==> config.mk <==
export PLATFORM = sky130hd
export DESIGN_NAME = muldiv32
export DESIGN_NICKNAME = d
export VERILOG_FILES = /design/src/rtl/muldiv_defs.sv /design/src/rtl/div_step.sv /design/src/rtl/muldiv32.sv
export SDC_FILE = /design/constraint.sdc
export NUM_CORES = 1
export LEC_CHECK = 0
export ABC_CLOCK_PERIOD_IN_PS = 7600
export CORE_AREA = 5 5 220 222
export DETAILED_ROUTE_END_ITERATION = 12
export DIE_AREA = 0 0 225 227
export PLACE_DENSITY = 0.49
export SLEW_MARGIN = 20
export SYNTH_ARGS = -nofsm -noshare
export SYNTH_HDL_FRONTEND = slang
export SYNTH_SLANG_ARGS = --single-unit
==> constraint.sdc <==
create_clock -name clk -period 7.6 [get_ports clk]
set_input_delay 2.28 -clock clk [delete_from_list [all_inputs] [get_ports clk]]
set_output_delay 2.28 -clock clk [all_outputs]
set_load 0.05 [all_outputs]
==> src/rtl/muldiv_defs.sv <==
// Shared op codes, FSM encodings and iteration count for the multiply/divide unit.
// Also used by the decode/control unit, so encodings here are the single source of truth.
package muldiv_defs;

    localparam int ITER  = 32;
    localparam int CNT_W = 6;

    localparam logic [2:0] OP_MULT  = 3'b000;
    localparam logic [2:0] OP_MULTU = 3'b001;
    localparam logic [2:0] OP_DIV   = 3'b010;
    localparam logic [2:0] OP_DIVU  = 3'b011;
    localparam logic [2:0] OP_MTHI  = 3'b100;
    localparam logic [2:0] OP_MTLO  = 3'b101;

    typedef enum logic [1:0] {
        ST_IDLE   = 2'd0,
        ST_RUN    = 2'd1,
        ST_FINISH = 2'd2
    } state_e;

    // Magnitude of v when treated as signed (sgn=1), otherwise v unchanged.
    function automatic logic [31:0] mag32(input logic [31:0] v, input logic sgn);
        return (sgn && v[31]) ? (~v + 32'd1) : v;
    endfunction

endpackage

==> src/rtl/div_step.sv <==
// One restoring-division step on the {remainder, quotient} working register; combinational.
// The shifted partial remainder is 33 bits wide so a 32-bit divisor never overflows it.
module div_step (
    input  logic [63:0] work_in,
    input  logic [31:0] divisor,
    output logic [63:0] work_out
);

    logic [32:0] partial;
    logic [31:0] rem_new;
    logic        fits;

    always_comb begin
        partial = work_in[63:31];
        fits    = (partial >= {1'b0, divisor});
        // When the subtract succeeds the result is below the divisor, so 32 bits suffice.
        rem_new = partial[31:0] - divisor;
        if (fits) begin
            work_out = {rem_new, work_in[30:0], 1'b1};
        end else begin
            work_out = {partial[31:0], work_in[30:0], 1'b0};
        end
    end

endmodule

==> src/rtl/muldiv32.sv <==
// Iterative 32x32 multiply / 32/32 divide with HI/LO result registers.
// Result and done 33 edges after start is accepted; start is ignored while busy.
module muldiv32
    import muldiv_defs::*;
(
    input  logic        clk,
    input  logic        reset,
    input  logic        start,
    input  logic [2:0]  op,
    input  logic [31:0] A,
    input  logic [31:0] B,
    output logic        busy,
    output logic        done,
    output logic [31:0] hi,
    output logic [31:0] lo
);

    state_e state, state_nxt;

    logic [CNT_W-1:0] cnt;
    logic [63:0]      work;
    logic [31:0]      opnd;
    logic             is_div;
    logic             neg_res;
    logic             neg_rem;
    logic             div0;

    logic             is_arith;
    logic             sgn_op;
    logic             a_neg;
    logic             b_neg;
    logic [31:0]      a_mag;
    logic [31:0]      b_mag;
    logic             last;

    logic [32:0]      mul_sum;
    logic [63:0]      mul_nxt;
    logic [63:0]      div_nxt;
    logic [63:0]      prod;
    logic [31:0]      quo;
    logic [31:0]      rem;
    logic [31:0]      res_hi;
    logic [31:0]      res_lo;

    div_step u_div_step (
        .work_in  (work),
        .divisor  (opnd),
        .work_out (div_nxt)
    );

    assign is_arith = ~op[2];
    assign sgn_op   = ~op[0];
    assign a_neg    = sgn_op & A[31];
    assign b_neg    = sgn_op & B[31];
    assign a_mag    = mag32(A, sgn_op);
    assign b_mag    = mag32(B, sgn_op);
    assign last     = (cnt == CNT_W'(ITER));

    // Shift-add multiply: the carry out of the upper half shifts into bit 63.
    always_comb begin
        mul_sum = {1'b0, work[63:32]} + (work[0] ? {1'b0, opnd} : 33'd0);
        mul_nxt = {mul_sum, work[31:1]};
    end

    always_comb begin
        prod = neg_res ? (~work + 64'd1) : work;
        quo  = neg_res ? (~work[31:0] + 32'd1) : work[31:0];
        rem  = neg_rem ? (~work[63:32] + 32'd1) : work[63:32];
        if (is_div) begin
            res_hi = rem;
            res_lo = div0 ? 32'hFFFF_FFFF : quo;
        end else begin
            res_hi = prod[63:32];
            res_lo = prod[31:0];
        end
    end

    always_ff @(posedge clk) begin
        if (reset) begin
            state <= ST_IDLE;
        end else begin
            state <= state_nxt;
        end
    end

    always_comb begin
        state_nxt = state;
        case (state)
            ST_IDLE:   if (start && is_arith) state_nxt = ST_RUN;
            ST_RUN:    if (last)              state_nxt = ST_FINISH;
            ST_FINISH:                        state_nxt = ST_IDLE;
            default:                          state_nxt = ST_IDLE;
        endcase
    end

    always_comb begin
        busy = (state != ST_IDLE);
        done = (state == ST_FINISH);
    end

    always_ff @(posedge clk) begin
        if (reset) begin
            cnt     <= '0;
            work    <= '0;
            opnd    <= '0;
            is_div  <= 1'b0;
            neg_res <= 1'b0;
            neg_rem <= 1'b0;
            div0    <= 1'b0;
            hi      <= '0;
            lo      <= '0;
        end else begin
            case (state)
                ST_IDLE: begin
                    if (start) begin
                        case (op)
                            OP_MULT, OP_MULTU, OP_DIV, OP_DIVU: begin
                                is_div  <= op[1];
                                neg_res <= a_neg ^ b_neg;
                                neg_rem <= a_neg;
                                div0    <= op[1] && (B == 32'd0);
                                cnt     <= '0;
                                work    <= {32'd0, op[1] ? a_mag : b_mag};
                                opnd    <= op[1] ? b_mag : a_mag;
                            end
                            OP_MTHI: hi <= A;
                            OP_MTLO: lo <= A;
                            default: ;
                        endcase
                    end
                end
                ST_RUN: begin
                    if (!last) begin
                        work <= is_div ? div_nxt : mul_nxt;
                        cnt  <= cnt + 1'b1;
                    end else begin
                        hi <= res_hi;
                        lo <= res_lo;
                    end
                end
                default: ;
            endcase
        end
    end

endmodule

---- Word-level counts from Yosys, hierarchy flattened ----
Cells that the tools add are included.
storage, ports and cells
  register bits ........................... 172
  latch bits .............................. 0
  RAM bits ................................ 0
  bits in read-only memories .............. 0
  input bits .............................. 70
  output and inout bits ................... 66
  word-level logic and storage cells ...... 91
  memories ................................ 0
cells by class
  add/subtract/negate cells ............... 8
  multiply operators ...................... 0
  div/mod/pow operators ................... 0
  $lt $le $gt $ge ......................... 1
  eq/ne operators ......................... 15
  shift-type cells ........................ 0
  muxes and demuxes ....................... 32
  bitwise operators ....................... 10
  reductions and logical operators ........ 15
operator list
  operator                                                                count
  32-bit 2-to-1 mux                                                       16
  64-bit 2-to-1 mux                                                       6
  32-bit by 1-bit adder with 32-bit output (second input constant)        4
  32-bit NOT                                                              4
  32-bit one-hot mux with 2 select lines                                  2
  64-bit one-hot mux with 2 select lines                                  1
  64-bit by 1-bit adder with 64-bit output (second input constant)        1
  64-bit NOT                                                              1
  32-bit by 32-bit adder with 33-bit output                               1
  33-bit by 32-bit greater-or-equal comparator with 1-bit output          1
  32-bit logical NOT                                                      1
  32-bit subtractor                                                       1
  6-bit 2-to-1 mux                                                        3
  6-bit one-hot mux with 2 select lines                                   1
  4-bit AND reduction                                                     3
  2-bit != test (second input constant)                                   5
  6-bit by 1-bit adder with 6-bit output (second input constant)          1
  3-bit by 2-bit equality test with 1-bit output (second input constant)  2
  3-bit equality test (second input constant)                             2
  6-bit equality test (second input constant)                             1
  1-bit logical AND                                                       4
  2-bit 2-to-1 mux                                                        2
  2-bit by 1-bit != test with 1-bit output (second input constant)        2
  2-bit one-hot mux with 2 select lines                                   1
  12 further kinds                                                        15

---- Depth between registers and ports, before layout ----
Gate-level depths: netlist (run 1).
  word-level depth ........................ 7
  depth in mapped cells ................... 14

---- Modules after synthesis ----
Synthesis (run 1) repeated with hierarchy kept, for this count alone.
unflattened totals
  cells, all modules ...................... 2,074
  area total of the unflattened synthesis .. 15,481.1 sq um
by module, submodules not included
  module    instances  cells an instance  area each (sq um)  sequential area each (sq um)
  muldiv32  1          1,719              12,909.9           3,443.3
  div_step  1          355                2,571.2            0.0

---- Worst setup path before layout (run 1) ----
Ideal clock, no wire load.
  path kind ............................... input to register
  from .................................... input A[5]
  to ...................................... register opnd[28]
  setup time .............................. 0.086 ns
  data arrival time ....................... 4.212 ns
  required time ........................... 7.514 ns
  slack ................................... 3.303 ns
  cell stages on the path ................. 9
  buffers on the path ..................... 0
  cell sequence ........................... or4_4 > nor4_4 > nor3b_2 > a31oi_1 > o21bai_4 > a21oi_2 > xnor2_1 > mux2i_1 > a211oi_1
on the way
  word-level cells in the longest chain between the ends .. 4
RTL lines
  item                                      line               source
  from (decl)                               muldiv32.sv:10     input logic [31:0] A,
  32-bit NOT                                muldiv_defs.sv:23  return (sgn && v[31]) ? (~v + 32'd1) : v;
  32-bit by 1-bit adder with 32-bit output  muldiv_defs.sv:23
  32-bit 2-to-1 mux                         muldiv_defs.sv:23
  32-bit 2-to-1 mux                         muldiv32.sv:124    opnd <= op[1] ? b_mag : a_mag;
  to (signal assigned)                      muldiv32.sv:124
  to (decl)                                 muldiv32.sv:22     logic [31:0] opnd;
No other way between the ends.
A chain may end at the register's enable or synchronous reset.

---- Worst setup path after layout (run 1) ----
  from .................................... input A[2]
  to ...................................... register work[16]
on the way
  word-level cells in the longest chain between the ends .. 7
RTL lines
  item                                      line               source
  32-bit NOT                                muldiv_defs.sv:23
  32-bit by 1-bit adder with 32-bit output  muldiv_defs.sv:23
  32-bit 2-to-1 mux                         muldiv_defs.sv:23
  32-bit 2-to-1 mux                         muldiv32.sv:123    work <= {32'd0, op[1] ? a_mag : b_mag};
  64-bit 2-to-1 mux                         muldiv32.sv:116    case (op)
  64-bit 2-to-1 mux                         muldiv32.sv:115    if (start) begin
  64-bit one-hot mux with 2 select lines    muldiv32.sv:113    case (state)
  to (signal assigned)                      muldiv32.sv:123
  to (signal assigned)                      muldiv32.sv:134    work <= is_div ? div_nxt : mul_nxt;
  to (decl)                                 muldiv32.sv:21     logic [63:0] work;
No other way between the ends. The select of a mux whose other input is x is not followed.

==> flow_summary.json, run 1 <==
{
  "hold_ws_ns": 0.452,
  "vdd_ir_drop_max_v": 0.000173,
  "critPathLaunchType": "primary input",
  "core_mm2": 0.0462,
  "stdcell_count": 2638,
  "drive_gt1_share_pct": 5.81,
  "hold_depth": 2,
  "place_ws_ns": 2.22,
  "critPathTopFamily": "simple AND/OR/NAND/NOR gates",
  "area_growth_syn_to_layout_pct": 16.5,
  "antenna_cells": 0,
  "wl_per_cell_um": 23.3,
  "power_density_mw_per_mm2": 164,
  "die_area_mm2": 0.0511,
  "num_rows": 79,
  "fill_cells": 4865,
  "cts.repair.resized": 0,
  "vias": 15200,
  "grt_overflow": 0,
  "h-tree-depth": 4,
  "status": "finished clean",
  "grt_usage_pct": 23.1,
  "remaining_drc_errors": 0,
  "path_clk_slew_ns": 0.07,
  "crit_path_max_fanout": 7,
  "min_to": "lo[14]",
  "grt_first_pass_wirelength_mm": 90.1,
  "yosys.cell_count.top_type": "nor2_1",
  "min_path_type": "reg2reg",
  "dp_cells": 2606,
  "cp_cell_sequence": "clkdlybuf4s50_1, or4_4, nor4_4, nor3b_2, and2b_1, a21oi_1, xnor2_1, o22ai_1, o21ai_0, a21oi_1",
  "gp_congestion": 0.918,
  "final_nets": 2160,
  "tightest_slew_ns": 1.14,
  "rsz0062_at_grt": "no",
  "die-width_um": 225,
  "numCtsBuffers": 17,
  "root_buffer": "clkbuf_16",
  "cts_tree": "built",
  "synth_ff_type": "dfxtp_1",
  "syn_area_per_cell_um2": 7.41,
  "synth_edf_count": 0,
  "maxSlewViolCount": 0,
  "yosysWarnings": 0,
  "start_util_pct": 31.6,
  "setup-tns-final_ns": 0,
  "post-route-util_pct": 36.8,
  "timing.max_cap.violations": 0,
  "cts_setup_buffers": 0,
  "relSlewSlack_pct": 23.8,
  "rr_worst_depth": 13,
  "dr.pass1.iters": 5,
  "period_needed_ns": 5.02,
  "grt_max_degree": 80,
  "cpMostUsedCell": "a21oi_1",
  "hpwlAfterDp_mm": 47.4,
  "portBuffers": 135,
  "syn_inst": 1970,
  "yosysUniqueCellTypes": 95,
  "synthesis.nets": 2112,
  "drtAntennaViolNets": 0,
  "clock-sinks": 172,
  "wl_mm": 61.4,
  "worst_r2r_startpoint": "work[0]",
  "crit_arrival_ns": 5.33,
  "clock_path_buffers": 2,
  "synth_top_area_share_pct": 23.6,
  "reg2reg_slack_ns": 3.30,
  "ys_ff_latch": 172,
  "clock.fmax_mhz": 199,
  "synthTopCellsByArea": "dfxtp_1, a21oi_1, xnor2_1",
  "cpMaxStageDelayCell": "clkdlybuf4s50_1",
  "dpl_cell_area_mm2": 0.0164,
  "yosys.area.top_type": "dfxtp_1",
  "setup_violations": 0,
  "cp.buffers_inverters": 1,
  "critPathMaxStageDelay_ns": 0.65,
  "critPathCaptureType": "flip-flop",
  "final.period_utilization_pct": 66.1,
  "leakagePower_nw": 6.22,
  "final_area_mm2": 0.0170,
  "yosys-top-cells-count": "nor2_1, nand2_1, a21oi_1, dfxtp_1, o21ai_0",
  "die_y_um": 227,
  "total_power_mw": 2.78,
  "hold_viol": 0,
  "num_io_pins": 136,
  "async_flop_share_pct": 0,
  "drt_iter0_markers": 1413,
  "ys_seq_area_share_pct": 23.6,
  "critPathKind": "in2reg",
  "vias_per_cell": 5.77,
  "min_from": "lo[14]",
  "grt_pass1_vias": 14100,
  "skew_ns": 0.0128,
  "required_ns": 7.91,
  "syn-cell-area_mm2": 0.0146,
  "r2r-end": "work[59]",
  "insertion_delay_ns": 0.46,
  "hold_buffers": 0,
  "antenna_found_initial": 1,
  "finalWorstSetupSlack_ns": 2.58
}
[worst max path at each step]
| stage | from | depth (start not counted) | endpoint |
|---|---|---|---|
| 2_1_floorplan | A[5] | 9 | opnd[28] |
| 3_3_place_gp | A[2] | 10 | work[16] |
| 3_5_place_dp | A[2] | 10 | work[16] |
| 4_1_cts | A[2] | 10 | work[16] |
| 5_1_grt | A[2] | 10 | work[20] |
| 6_report | A[2] | 10 | work[16] |
[final cells by class]
type	instances	area (um^2)	area share (%)
multi-input cells	1599	10400	61.2
flip-flops and latches	172	3440	20.3
repair buffers	157	1510	8.87
well taps	607	759	4.47
clock buffers	17	425	2.50
inverters	71	267	1.57
clock inverters	15	185	1.09
[placed cells by master, fill, tap and decap left out, types with 13 or more instances in the layout]
master / n
ha_1: 70
nand4_1: 15
nor2_1: 221
a21oi_1: 192
nand3_1: 24
or3_1: 18
xnor2_1: 109
nand2b_1: 13
xor2_1: 64
a21o_1: 29
a311oi_1: 14
nor3_1: 48
o21ai_0: 129
a22oi_1: 14
nand2_1: 206
dfxtp_1: 171
o22ai_1: 22
a211oi_1: 42
o221ai_1: 34
nor2b_1: 13
inv_1: 70
clkbuf_16: 17
a31oi_1: 27
buf_4: 23
o31ai_1: 20
mux2i_1: 68
clkdlybuf4s50_1: 133
[per-layer routing]
layer	track usage, %	vias to the layer above	share of wire, %
met5	0	-	0.021
met3	3.65	86	7.1
li1	-	7241	-
met2	34.4	596	42
met1	33.3	7287	47
met4	9.64	2	3.9
[where the power goes]
part	total (mW)	switching (mW)	internal (mW)
Clock	0.968	0.443	0.524
Sequential	1.01	0.0638	0.942
Combinational	0.808	0.515	0.293
Total	2.78	1.02	1.76
[worst min-delay path, delay by kind of cell, from the launching register on]
family             cells  cell delay, ns
AOI/OAI and AO/OA      1            0.05
and+or+nand+nor        1            0.05
DFF                    1            0.31
[sequential cells by signal (all words and copies together) (netlist names)]
register,flops
is_div,1
cnt,6
opnd,32
state,2
neg_rem,1
hi,32
work,64
lo,32
div0,1
neg_res,1
[cell families after synthesis]
group	after synthesis	synth area share (%)
AO/OA/AOI/OAI	644	29.0
XOR/XNOR	173	10.4
adder cells (fa/ha/maj)	72	6.28
buffers and inverters	199	5.39
flip-flops	172	23.6
multiplexers	70	4.82
AND/OR/NAND/NOR	640	20.5
(Power assumes the default switching activity.)
==> run 2: changes to the inputs <==
- ABC_CLOCK_PERIOD_IN_PS: 7600 -> 4100
- PLACE_DENSITY: 0.49 -> 0.51
- clock period: 7.6 -> 4.1 ns (I/O delays scaled with it)
==> run 2 against run 1 <==
Net effect: count of clock-buffer cells in the layout rose by 2; global-route usage rose by 0.19 points; critical path depth rose by 4; die area did not move; via count rose by 2.5%; core utilization rose by 1.6 points; critical endpoint is now work[62]; register-to-register slack got worse by 3.0 ns; hold slack got worse by 0.0024 ns; clock skew rose by 0.0037 ns.
==> flow_summary.json, run 2 (synthesis gave the netlist of run 1 again) <==
{
  "status": "finished clean",
  "insertion_delay_ns": 0.47,
  "maxSlewViolCount": 0,
  "worst_r2r_startpoint": "work[31]",
  "grt_overflow": 0,
  "grt_usage_pct": 23.3,
  "reg2reg_slack_ns": 0.32,
  "period_needed_ns": 3.78,
  "final_common_cell": "nor2_1",
  "path_clk_slew_ns": 0.08,
  "post-route-util_pct": 38.5,
  "hpwlAfterDp_mm": 48.5,
  "critPathLaunchType": "flip-flop",
  "numCtsBuffers": 17,
  "regArea_mm2": 0.00344,
  "fill_cells": 4844,
  "cts_tree": "built",
  "grt_pass1_vias": 14300,
  "vias": 15600,
  "root_buffer": "clkbuf_16",
  "antenna_found_initial": 1,
  "vias_per_cell": 5.69,
  "num_rows": 79,
  "start_util_pct": 31.6,
  "rsz0062_at_grt": "no",
  "core_mm2": 0.0462,
  "crit_arrival_ns": 4.14,
  "wl_mm": 61.8,
  "min_from": "lo[9]",
  "dr.pass1.iters": 6,
  "skew_ns": 0.0165,
  "final_cell_mix": "nor2_1, nand2_1, a21oi_1",
  "required_ns": 4.46,
  "setup_violations": 0,
  "setup-tns-final_ns": 0,
  "stdcell_count": 2739,
  "dp_cells": 2706,
  "leakagePower_nw": 6.73,
  "regMostFlops": "work",
  "cpMaxStageDelayCell": "a211oi_1",
  "hold_buffers": 0,
  "crit_path_max_fanout": 3,
  "r2r-end": "work[62]",
  "grt_max_degree": 111,
  "drive_gt1_share_pct": 10.2,
  "rr_worst_depth": 14,
  "clock.fmax_mhz": 265,
  "tightest_slew_ns": 1.13,
  "min_path_type": "reg2reg",
  "clock-sinks": 172,
  "num_io_pins": 136,
  "critPathKind": "reg2reg",
  "area_growth_syn_to_layout_pct": 21.6,
  "h-tree-depth": 4,
  "die-width_um": 225,
  "final.period_utilization_pct": 92.2,
  "die_y_um": 227,
  "power_density_mw_per_mm2": 291,
  "largest_register_ffs": 64,
  "hold_ws_ns": 0.450,
  "cp_cell_sequence": "inv_1, ha_1, inv_1, fa_1, a211oi_1, o21ai_0, a41oi_1, buf_4, a31oi_1, o311ai_1, a21o_1, a21bo_2, a21oi_1, a221o_1",
  "portBuffers": 135,
  "cts.repair.resized": 0,
  "drtAntennaViolNets": 0,
  "hold_depth": 2,
  "relSlewSlack_pct": 24.2,
  "remaining_drc_errors": 0,
  "cpMostUsedCell": "inv_1",
  "hold_viol": 0,
  "critPathMaxStageDelay_ns": 0.54,
  "wl_per_cell_um": 22.6,
  "die_area_mm2": 0.0511,
  "drt_iter0_markers": 1525,
  "clock_path_buffers": 2,
  "final_nets": 2260,
  "gp_congestion": 0.958,
  "multi_input_area_mm2": 0.0104,
  "grt_first_pass_wirelength_mm": 91.3,
  "min_to": "lo[9]",
  "critPathCaptureType": "flip-flop",
  "cts_setup_buffers": 0,
  "timing.max_cap.violations": 0,
  "vdd_ir_drop_max_v": 0.000336
}
[run 2: changes by cell type in the layout (fill, tap and decap cells not counted), moves of 2 or more]
cell,delta
buf_4,+97
buf_12,+3
bufinv_16,-2
clkbuf_8,+2
inv_6,-2
inv_8,+2
[run 2: layer usage]
| metal | wire, um | GRT usage [%] |
|---|---|---|
| met5 | 0 | 0 |
| met4 | 1710 | 7.41 |
| met3 | 4230 | 2.66 |
| met2 | 26800 | 35.9 |
| met1 | 29100 | 34.1 |
[run 2: layout make-up]
class | count | share of cell area [%]
Inverter | 71 | 1.50
Multi-Input combinational cell | 1599 | 58.6
Sequential cell | 172 | 19.4
Clock inverter | 13 | 0.719
Timing Repair Buffer | 257 | 12.9
Tap cell | 607 | 4.28
Clock buffer | 19 | 2.55
Antenna cell | 1 | 0.0141
[run 2: power breakdown]
| part | internal (mW) | leakage, nW | total (mW) | switching, mW |
|---|---|---|---|---|
| logic | 0.605 | 5.04 | 1.61 | 1.00 |
| clock network | 0.885 | 0.294 | 1.70 | 0.819 |
| registers | 1.75 | 1.40 | 1.85 | 0.106 |
[run 2: critical path, delay by kind of cell (launching register included)]
family / cells / cell delay [ns]
AO/OA/AOI/OAI: 9 / 2.43
adder cells (fa/ha/maj): 2 / 0.62
buffers and inverters: 3 / 0.32
flip-flops: 1 / 0.31
[run 2: worst max path at each step]
| stage | start | endpoint | cells after the start |
|---|---|---|---|
| floorplan | work[0] | work[58] | 14 |
| global placement | B[9] | opnd[28] | 9 |
| detailed placement | B[9] | opnd[28] | 9 |
| CTS | opnd[13] | work[45] | 11 |
| global route | opnd[13] | work[44] | 11 |
| finish | work[31] | work[62] | 14 |
[run 2: metrics by stage]
| step | setup WS (ns) | total power, mW | cell area (um^2) |
|---|---|---|---|
| finish | 0.320 | 5.16 | 17800 |
| detailed placement | 0.0170 | 3.47 | 17200 |
| CTS | 0.342 | 5.17 | 17800 |
| global placement | 0.106 | 3.47 | 17200 |
| floorplan | 0.829 | 2.86 | 14600 |
| global route | 0.0933 | 5.38 | 17800 |
==> run 3: changes to the inputs <==
- ABC_CLOCK_PERIOD_IN_PS: 4100 -> 4400
- CORE_AREA: 5 5 220 222 -> 5 5 158 160
- DIE_AREA: 0 0 225 227 -> 0 0 163 165
- PLACE_DENSITY: 0.51 -> 0.86
- clock period: 4.1 -> 4.4 ns (I/O delays scaled with it)
==> run 3 against run 2 <==
Net effect: cell area down 4.8%; core utilization is 34 points higher; setup slack better by 0.22 ns; via count up 3.6%; sequential power fell by 6%; die area fell by 47%; routed wire length shrank 11%; clock power decreased by 7%; flip-flop and latch count is the same; total power down 8.2%; combinational power fell by 11%; critical endpoint unchanged; highest routed layer unchanged.
==> flow_summary.json, run 3 (synthesis gave the netlist of run 1 again) <==
{
  "clock.fmax_mhz": 259,
  "cts_tree": "built",
  "cpMostUsedCell": "inv_1",
  "grt_overflow": 0,
  "cts.repair.resized": 0,
  "regMostFlops": "work",
  "hold_depth": 2,
  "tightest_slew_ns": 1.13,
  "largest_register_ffs": 64,
  "start_util_pct": 62.7,
  "min_from": "lo[26]",
  "critPathLaunchType": "flip-flop",
  "power_density_mw_per_mm2": 281,
  "wl_per_cell_um": 23.1,
  "grt_usage_pct": 39.5,
  "period_needed_ns": 3.86,
  "required_ns": 4.73,
  "rsz0062_at_grt": "no",
  "grt_use_met1_pct": 55.5,
  "wl_mm": 55.2,
  "cts_setup_buffers": 0,
  "die_area_mm2": 0.0269,
  "die_y_um": 165,
  "remaining_drc_errors": 0,
  "vias": 16200,
  "hold_buffers": 0,
  "min_to": "lo[26]",
  "setup_violations": 0,
  "final_cell_mix": "nor2_1, nand2_1, a21oi_1",
  "h-tree-depth": 4,
  "grt_max_degree": 90,
  "worst_r2r_startpoint": "work[31]",
  "final_common_cell": "nor2_1",
  "grt_first_pass_wirelength_mm": 82.8,
  "cp_cell_sequence": "inv_1, ha_1, inv_1, fa_1, a211oi_1, o21ai_0, a41oi_1, a31oi_1, o311ai_1, a21o_1, a21bo_2, a21oi_1, a221o_1",
  "rr_worst_depth": 13,
  "finalWorstSetupSlack_ns": 0.538,
  "grt_pass1_vias": 14300,
  "drt_iter0_markers": 2251,
  "critPathKind": "reg2reg",
  "path_clk_slew_ns": 0.08,
  "grt-busiest-layer": "met2",
  "cpMaxStageDelayCell": "o311ai_1",
  "antenna_cells": 0,
  "fill_cells": 1928,
  "root_buffer": "clkbuf_16",
  "drive_gt1_share_pct": 7.54,
  "status": "finished clean",
  "portBuffers": 135,
  "leakagePower_nw": 6.40,
  "hold_viol": 0,
  "reg2reg_slack_ns": 0.54,
  "antenna_found_initial": 0,
  "total_power_mw": 4.74,
  "clock-sinks": 172,
  "num_io_pins": 136,
  "maxSlewViolCount": 0,
  "relSlewSlack_pct": 24.2,
  "crit_path_max_fanout": 5,
  "insertion_delay_ns": 0.45,
  "clock_path_buffers": 2,
  "r2r-end": "work[62]",
  "skew_ns": 0.0187,
  "area_growth_syn_to_layout_pct": 15.8,
  "numCtsBuffers": 17,
  "core_mm2": 0.0233,
  "crit_arrival_ns": 4.19,
  "hpwlAfterDp_mm": 42.2,
  "min_path_type": "reg2reg",
  "use_met2_pct": 57.7,
  "setup-tns-final_ns": 0,
  "vdd_ir_drop_max_v": 0.000233,
  "place_ws_ns": 0.231,
  "hold_ws_ns": 0.450,
  "vias_per_cell": 6.76,
  "timing.max_cap.violations": 0,
  "gr-usage-met3_pct": 8.86,
  "final_nets": 2199,
  "final.period_utilization_pct": 87.8,
  "critPathMaxStageDelay_ns": 0.54,
  "die-width_um": 163,
  "dr.pass1.iters": 7,
  "critPathCaptureType": "flip-flop",
  "gp_congestion": 1.04,
  "drtAntennaViolNets": 0,
  "post-route-util_pct": 72.7,
  "num_rows": 56
}
## run 3: cell types whose count changed in the layout (fill, tap and decap cells not counted), moves of 3 or more
cell,change
buf_4,-58
buf_12,-3
clkinv_2,-3
inv_6,+3
## run 3: through the flow
step	instances	area (um^2)
after floorplan	1970	14600
after global placement	2357	16300
after detailed placement	2357	16300
after CTS	2389	16900
after global routing	2389	16900
final	2389	16900
## run 3: final cells by class
class                      count  area [um^2]  area share, %
clock buffer                  18          439           2.60
clock inverter                14          151          0.895
inverter                      71          267           1.58
multi-input combinational   1599        10400           61.5
sequential                   172         3440           20.4
tap                          319          399           2.36
timing repair buffer         196         1800           10.7
## run 3: how the worst max path moves through the flow
stage                     cells after the start        to  slack (ns)  startpoint
after floorplan                               9  opnd[28]        1.06        A[5]
after global placement                       10  opnd[25]        0.32        B[9]
after detailed placement                     10  opnd[28]        0.23        A[5]
after CTS                                    10  opnd[28]        0.66        A[5]
after global routing                         13  work[62]        0.42    work[31]
final                                        13  work[62]        0.54    work[31]
## run 3: worst max-delay path, delay by kind of cell (launching register included)
kind | cells | cell delay [ns]
compound gates | 9 | 2.58
fa+ha+maj | 2 | 0.60
buf+inv | 2 | 0.17
flops | 1 | 0.39
## run 3: per-layer routing
layer | vias to the layer above | part of all wire (%)
met3 | 169 | 13
met4 | 0 | 4.9
met1 | 7533 | 40
met5 | - | 0
met2 | 1134 | 41
li1 | 7325 | -
## run 3: where the power goes
group          total, mW  internal (mW)  switching, mW  leakage, nW
clock network       1.58          0.821          0.761        0.289
logic               1.43          0.527          0.908         4.72
registers           1.73           1.63         0.0990         1.40
